**config.mk**
```make
export PLATFORM = sky130hd
export DESIGN_NAME = apu_aout_sched
export DESIGN_NICKNAME = d
export VERILOG_FILES = /design/src/rtl/apu_aout_pkg.sv /design/src/rtl/apu_sync_fifo.sv /design/src/rtl/apu_aout_sched.sv
export SDC_FILE = /design/constraint.sdc
export NUM_CORES = 1
export LEC_CHECK = 0
export BUFFER_PORTS_ARGS = -buffer_cell sky130_fd_sc_hd__buf_4
export CAP_MARGIN = 30
export CORE_ASPECT_RATIO = 0.6
export CORE_UTILIZATION = 63
export CTS_CLUSTER_DIAMETER = 150
export DETAILED_ROUTE_END_ITERATION = 16
export GPL_TIMING_DRIVEN = 0
export PLACE_DENSITY = 0.85
export SLEW_MARGIN = 20
export SYNTH_ARGS = -nofsm -noshare
export SYNTH_HDL_FRONTEND = slang
export SYNTH_SLANG_ARGS = --single-unit
```
**constraint.sdc**
```tcl
create_clock -name clk -period 10 [get_ports clk]
set_input_delay 1.5 -clock clk [delete_from_list [all_inputs] [get_ports clk]]
set_output_delay 1.5 -clock clk [all_outputs]
set_load 0.01 [all_outputs]
```
**src/rtl/apu_aout_pkg.sv**
```systemverilog
// Shared widths, constants and helpers for the audio output scheduler.
package apu_aout_pkg;

  localparam int W_SAMPLE_DEF = 16;
  localparam int W_PWM_DEF    = 4;

  // Silence level for the default sample width.
  localparam logic [W_SAMPLE_DEF-1:0] MIDSCALE = 16'h8000;

  // Occupancy counter width: must be able to represent 0..depth inclusive.
  function automatic int level_width(input int depth);
    return $clog2(depth) + 1;
  endfunction

endpackage

```
**src/rtl/apu_sync_fifo.sv**
```systemverilog
// Small synchronous FIFO; head word is presented combinationally on rdata.
module apu_sync_fifo
  import apu_aout_pkg::*;
#(
  parameter int W     = 16,
  parameter int DEPTH = 4
) (
  input  logic                          clk,
  input  logic                          rst,
  input  logic                          push,
  input  logic                          pop,
  input  logic [W-1:0]                  wdata,
  output logic [W-1:0]                  rdata,
  output logic                          full,
  output logic                          empty,
  output logic [level_width(DEPTH)-1:0] level
);

  localparam int AW = $clog2(DEPTH);
  localparam int LW = level_width(DEPTH);

  logic [W-1:0]  mem_q [DEPTH];
  logic [AW-1:0] wr_ptr_q, wr_ptr_d;
  logic [AW-1:0] rd_ptr_q, rd_ptr_d;
  logic [LW-1:0] level_q, level_d;
  logic          push_ok, pop_ok;

  assign full  = (level_q == LW'(DEPTH));
  assign empty = (level_q == '0);
  assign level = level_q;
  assign rdata = mem_q[rd_ptr_q];

  // Qualify requests and compute pointer/occupancy next state.
  always_comb begin
    push_ok  = push && !full;
    pop_ok   = pop && !empty;
    wr_ptr_d = push_ok ? wr_ptr_q + AW'(1) : wr_ptr_q;
    rd_ptr_d = pop_ok  ? rd_ptr_q + AW'(1) : rd_ptr_q;
    case ({push_ok, pop_ok})
      2'b10:   level_d = level_q + LW'(1);
      2'b01:   level_d = level_q - LW'(1);
      default: level_d = level_q;
    endcase
  end

  // Pointer and occupancy registers.
  always_ff @(posedge clk or posedge rst) begin
    if (rst) begin
      wr_ptr_q <= '0;
      rd_ptr_q <= '0;
      level_q  <= '0;
    end else begin
      wr_ptr_q <= wr_ptr_d;
      rd_ptr_q <= rd_ptr_d;
      level_q  <= level_d;
    end
  end

  // Storage array; cleared on reset so the head never shows stale data.
  always_ff @(posedge clk or posedge rst) begin
    if (rst) begin
      for (int i = 0; i < DEPTH; i++) mem_q[i] <= '0;
    end else if (push_ok) begin
      mem_q[wr_ptr_q] <= wdata;
    end
  end

endmodule

```
**src/rtl/apu_aout_sched.sv**
```systemverilog
// Sample-rate scheduler: buffers PCM samples and updates the modulator
// input only on sample ticks aligned to PWM frame boundaries.
module apu_aout_sched
  import apu_aout_pkg::*;
#(
  parameter int W_SAMPLE   = W_SAMPLE_DEF,
  parameter int W_PWM      = W_PWM_DEF,
  parameter int W_DIV      = 12,
  parameter int FIFO_DEPTH = 4
) (
  input  logic                               clk,
  input  logic                               rst,
  input  logic                               en,
  input  logic [W_DIV-1:0]                   div,
  input  logic [W_SAMPLE-1:0]                in_data,
  input  logic                               in_valid,
  output logic                               in_ready,
  output logic [W_SAMPLE-1:0]                sdm_d,
  output logic                               sample_strobe,
  output logic                               underflow,
  input  logic                               underflow_clr,
  output logic [level_width(FIFO_DEPTH)-1:0] level
);

  localparam logic [W_SAMPLE-1:0] MID = W_SAMPLE'(1) << (W_SAMPLE - 1);

  logic [W_PWM-1:0]    frm_q, frm_d;
  logic [W_DIV-1:0]    div_q, div_d;
  logic [W_SAMPLE-1:0] out_q, out_d;
  logic                strobe_q, strobe_d;
  logic                uf_q, uf_d;
  logic                frame_end, tick, pop, push;
  logic                fifo_full, fifo_empty;
  logic [W_SAMPLE-1:0] fifo_head;

  // Pushes are refused when full even if the same cycle pops: no pass-through.
  assign push          = in_valid && !fifo_full;
  assign in_ready      = !fifo_full;
  assign sdm_d         = out_q;
  assign sample_strobe = strobe_q;
  assign underflow     = uf_q;

  apu_sync_fifo #(
    .W     (W_SAMPLE),
    .DEPTH (FIFO_DEPTH)
  ) u_fifo (
    .clk   (clk),
    .rst   (rst),
    .push  (push),
    .pop   (pop),
    .wdata (in_data),
    .rdata (fifo_head),
    .full  (fifo_full),
    .empty (fifo_empty),
    .level (level)
  );

  // Frame timing, period divider, output selection and underflow next state.
  always_comb begin
    frame_end = en && (frm_q == '1);
    tick      = frame_end && (div_q == '0);
    pop       = tick && !fifo_empty;
    strobe_d  = pop;
    frm_d     = en ? frm_q + W_PWM'(1) : '0;
    if (!en) begin
      div_d = '0;
    end else if (frame_end) begin
      div_d = tick ? div : div_q - W_DIV'(1);
    end else begin
      div_d = div_q;
    end
    if (!en) begin
      out_d = MID;
    end else if (pop) begin
      out_d = fifo_head;
    end else begin
      out_d = out_q;
    end
    // A new underflow event outranks a simultaneous clear request.
    if (tick && fifo_empty) begin
      uf_d = 1'b1;
    end else if (underflow_clr) begin
      uf_d = 1'b0;
    end else begin
      uf_d = uf_q;
    end
  end

  // Scheduler state registers.
  always_ff @(posedge clk or posedge rst) begin
    if (rst) begin
      frm_q    <= '0;
      div_q    <= '0;
      out_q    <= MID;
      strobe_q <= 1'b0;
      uf_q     <= 1'b0;
    end else begin
      frm_q    <= frm_d;
      div_q    <= div_d;
      out_q    <= out_d;
      strobe_q <= strobe_d;
      uf_q     <= uf_d;
    end
  end

endmodule

```
Yosys cells after proc, flatten, opt, wreduce, memory -nomap -nowiden

Cells that the tools add are included.

Memory bits (writable): 0
Input port bits: 33
Logic and storage cells: 58
Memories: 0
ROM bits: 0
Latch bits: 0
Flip-flop bits (word level): 105

$lt $le $gt $ge: 3
Equal/unequal tests: 6
Bitwise logic cells: 2
Shift operators: 0
Multipliers: 0
Multiplexer cells: 15
Divide/modulo/power cells: 0
Reductions and logical operators: 14
Add/sub/neg operators: 6

Operators by type and width:

| operator                                                               | number |
|---|---|
| 16-bit two-way mux                                                     | 5 |
| 64-bit bitwise mux                                                     | 1 |
| 12-bit two-way mux                                                     | 3 |
| 16-bit binary-select mux with 2-bit select                             | 1 |
| 16-bit demux with 2-bit select                                         | 1 |
| 12-bit logical NOT                                                     | 1 |
| 12-bit by 1-bit subtractor with 12-bit output (second input constant)  | 1 |
| 1-bit logical AND                                                      | 8 |
| 3-bit greater-or-equal comparator (second input constant)              | 2 |
| 2-bit NOT with 3-bit output                                            | 2 |
| 3-bit case mux with 2 select lines                                     | 1 |
| 2-bit by 1-bit adder with 2-bit output (second input constant)         | 2 |
| 4-bit by 1-bit adder with 4-bit output (second input constant)         | 1 |
| 4-bit equality test (second input constant)                            | 1 |
| 4-bit two-way mux                                                      | 1 |
| 2-bit by 1-bit != test with 1-bit output (second input constant)       | 2 |
| 2-bit nonzero test                                                     | 2 |
| 3-bit by 1-bit adder with 3-bit output (second input constant)         | 1 |
| 3-bit equality test (second input constant)                            | 1 |
| 3-bit logical NOT                                                      | 1 |
| 3-bit by 1-bit < comparator with 1-bit output (second input constant)  | 1 |
| 3-bit by 1-bit subtractor with 3-bit output (second input constant)    | 1 |
| 2-bit by 1-bit equality test with 1-bit output (second input constant) | 1 |
| 2-bit equality test (second input constant)                            | 1 |
| 2 further kinds                                                        | 4 |

Logic depth before layout (Yosys ltp)

Depth in word-level cells: 7
Depth in mapped cells: 13
Mapped depth without buffers: 10

Cells and area by module

Synthesis repeated with hierarchy kept, for this count alone.

Cell total of the unflattened synthesis: 379
Area total of the unflattened synthesis: 5202.5 um2

Modules (own cells, without submodules):

| module         | instances | area an instance (um2) | sequential area each (um2) | cells each |
|---|---|---|---|---|
| apu_sync_fifo  | 1         | 3357.0                 | 1776.7                     | 193 |
| apu_aout_sched | 1         | 1845.5                 | 852.1                      | 186 |

Worst setup path after synthesis

OpenSTA, ideal clock, no wires.

Path type: input to register
Start point: in en
End point: reg u_fifo.level_q[2], in the netlist u_fifo.level[2]
Required time: 9.921 ns
Path slack: 6.837 ns
Arrival time: 3.084 ns
Stages: 10
Path through: nand4_2 -> nor3b_2 -> buf_6 -> buf_12 -> ha_1 -> inv_1 -> fa_1 -> xor2_1 -> nor2_1 -> xor2_1

Word-level cells in the longest chain between the ends: 6
Elaborated cells between the ends (all ways): 8
Those cells by class: 2 x eq/ne; 1 x mux; 5 x reduce/logical

Ends and longest elaborated chain:

| item                                                                                         | line                 | RTL |
|---|---|---|
| from (decl)                                                                                  | apu_aout_sched.sv:13 | `input logic en,` |
| 1-bit logical AND *                                                                          | apu_aout_sched.sv:60 | `frame_end = en && (frm_q == '1);` |
| 1-bit logical AND *                                                                          | apu_aout_sched.sv:61 | `tick = frame_end && (div_q == '0);` |
| 1-bit logical AND *                                                                          | apu_aout_sched.sv:62 | `pop = tick && !fifo_empty;` |
| net pop                                                                                      | apu_aout_sched.sv:32 | `logic frame_end, tick, pop, push;` |
| 1-bit logical AND *                                                                          | apu_sync_fifo.sv:36  | `pop_ok = pop && !empty;` |
| 2-bit by 1-bit equality test with 1-bit output / 2-bit equality test (equally long branches) | apu_sync_fifo.sv:39  | `case ({push_ok, pop_ok})` |
| 3-bit case mux with 2 select lines / 2-bit nonzero test (equally long branches)              | -                    |  |
| to (signal assigned)                                                                         | apu_sync_fifo.sv:55  | `level_q <= level_d;` |
| to (decl)                                                                                    | apu_sync_fifo.sv:25  | `logic [LW-1:0] level_q, level_d;` |

The timed path passes the listed nets; every way through them passes the cells marked *.
A chain may end at the register's enable or synchronous reset.

Worst setup path after layout

Same ends and word-level chain as after synthesis.

==> flow_summary.toml <==
[logic_synthesis]
synth_nets = 412
ys_types = 47
synth-seq-area-share_pct = 53.31
ys_seq_elements = 105
synth_edf_count = 0
synth.top_cells.by_count = "dfrtp_1, mux2_2, nand2_1"
synthFlopType = "dfrtp_1"
syn_inst = 370
netlist_area_mm2 = 0.004931
yosysMostFrequentCell = "dfrtp_1"
yosysTopAreaCellShare_pct = 52.78
yosys-top-cells-area = "dfrtp_1, mux2_2, mux4_2"
async_flop_share_pct = 100.0
synth_area_per_cell_um2 = 13.33
synth_top_area_cell = "dfrtp_1"
ys.warnings.count = 0

[detailed_routing]
drc = 0
dr.pass1.iters = 5
drt-total-wl_um = 10620
ant_nets = 0
wire_per_inst_um = 19.46
vias = 3306
drt_iter0_markers = 268
drt-vias-per-instance = 6.055

[worst_setup_path]
reg2reg_to = "u_fifo.level[2]"
cp_max_fo = 11
worst_path_max_delay_cell = "fa_1"
cp.arrival_ns = 3.38
reg2reg_from = "div_q[2]"
slowest_delay_ns = 0.37
rrSetupSlack_ns = 7.04
critPathRequiredTime_ns = 10.27
cp-startpoint = "en"
path_class = "input pin to flop"
start_kind = "input pin"
end_kind = "flop"
path_cells = "buf_4 > nand4_2 > nor3b_2 > buf_6 > buf_12 > ha_1 > inv_1 > fa_1 > xor2_1 > nor2_1 > xor2_1"
critical_path.most_common_cell = "xor2_1"
worst_r2r_path_depth = 11

[worst_hold_path]
hold_depth = 1
min_path_type = "flop to flop"
hp-start = "frm_q[0]"
hold_end = "frm_q[0]"

[die]
core_mm2 = 0.007417
die_w_um = 116.2
dieArea_mm2 = 0.008197
die_y_um = 70.53
io_pins = 55
initial_utilization_pct = 66.48
rows = 24

[clocking]
clk_pin_slew_ns = 0.06
cts.sinks = 105
post-cts-setup-buffers = 0
ctsResizeCount = 0
cts_buffers = 9
clockBufferDepth = 2
hold_buffers = 0
cts_max_level = 3
cts_root_buf = "clkbuf_16"
clk_latency_ns = 0.35
cts_tree = "done"

[flow_run]
maxCapViolCount = 0

[grt]
grt_overflow = 0
antenna_found_initial = 0
grt_pass1_vias = 3400
grt_pass1_wl_um = 17310
grt_max_degree = 76
gr-usage-all-layers_pct = 28.95

[sta]
setup_viol = 0
skew_ns = 0.008443
period_needed_ns = 3.109
setup_tns_ns = 0
fmax_mhz = 321.7
maxSlewHeadroom_pct = 57.58
hold_violations = 0
tightest_slew_ns = 0.6362
fin_crit_sh_pct = 31.09
grt_setup_unrepaired = "false"
finalMaxSlewViolations = 0
holdWs_ns = 0.4634

[pwr]
p_per_area_mw_per_mm2 = 233.0
peakVddDrop_mv = 0.1630
p_leak_uw = 0.002587

[run_status]
status = "complete, no violations"

[finish]
nets = 479
drive_above_1_share_pct = 40.50
n_antenna_cell = 0
area_growth_pct = 17.20

[place]
port_buffers = 54
dpl.hpwl_um = 7230
place_congestion = 0.8967
## worst max path at each step
| stage | cells past startpoint | end |
|---|---|---|
| finish | 11 | u_fifo.level[2] |
| global placement | 2 | u_fifo.mem_q[10] |
| global route | 11 | u_fifo.level[2] |
| floorplan | 1 | div_q[0] |
| CTS | 11 | u_fifo.level[2] |
| detailed placement | 11 | u_fifo.level[2] |
## where the power goes
part	switching (µW)	internal, µW
Combinational	146	221
Clock	152	176
Sequential	80.6	571
## cell type report
cell class / count / area (µm²)
sequential: 105 / 2629
multi-input combinational: 221 / 2103
fill: 457 / 1638
timing repair buffer: 56 / 437.9
clock buffer: 12 / 246.5
tap: 104 / 130.1
inverter: 27 / 106.4
buffer: 17 / 97.59
clock inverter: 4 / 28.78
## flip-flops by register name, indices dropped and copies added (netlist names)
register	flops
div_q	12
frm_q	4
sample_strobe	1
sdm_d	16
u_fifo.level	3
u_fifo.mem_q	64
u_fifo.rd_ptr_q	2
u_fifo.wr_ptr_q	2
underflow	1
## through the flow
stage | cells | worst slack (ns) | util, % | total power, µW | instance area (µm²)
after floorplan | 370 | 5.741 | - | 913.3 | 4931
after global placement | 528 | 4.660 | 73.70 | 983.4 | 5466
after detailed placement | 529 | 6.551 | 74.14 | 1022 | 5499
after CTS | 545 | 6.897 | 77.85 | 1353 | 5774
after global routing | 546 | 6.766 | 77.92 | 1419 | 5779
final | 546 | 6.891 | 77.92 | 1347 | 5779
## layer usage
metal	up-vias	wire [µm]	GRT usage (%)
met5	-	0	0
met4	0	203	7.550
met3	24	691	8.997
met2	128	5249	46.96
met1	1688	4480	38.53
li1	1466	-	-
## cells in the final DEF, fill, tap and decap left out, drive strengths merged, types with 7 or more instances in the layout
cell    netlist  layout
inv          26      26
nand3         7       7
nor2          8       8
buf          10      65
mux4         16      16
clkbuf        7      20
dfrtp       104     104
nand2        32      32
o21ai         7       7
ha            8       8
mux2i        19      19
mux2         65      65
## critical path: cells and delay by family
kind,cells,cell delay [ns]
buffers and inverters,4,0.56
XOR/XNOR,2,0.30
adder cells (fa/ha/maj),2,0.56
AND/OR/NAND/NOR,3,0.46
## kinds of logic after synthesis
| kind of cell | after synthesis | share of synthesized area, % |
|---|---|---|
| DFF | 105 | 53.31 |
| muxes | 100 | 26.01 |
| and+or+nand+nor | 74 | 8.323 |
| buffers and inverters | 44 | 4.034 |
| AOI/OAI and AO/OA | 29 | 4.136 |
| xor gates and xnor gates | 9 | 1.751 |
| adders and majority gates | 9 | 2.436 |
Power figures use the tool's default switching activity.
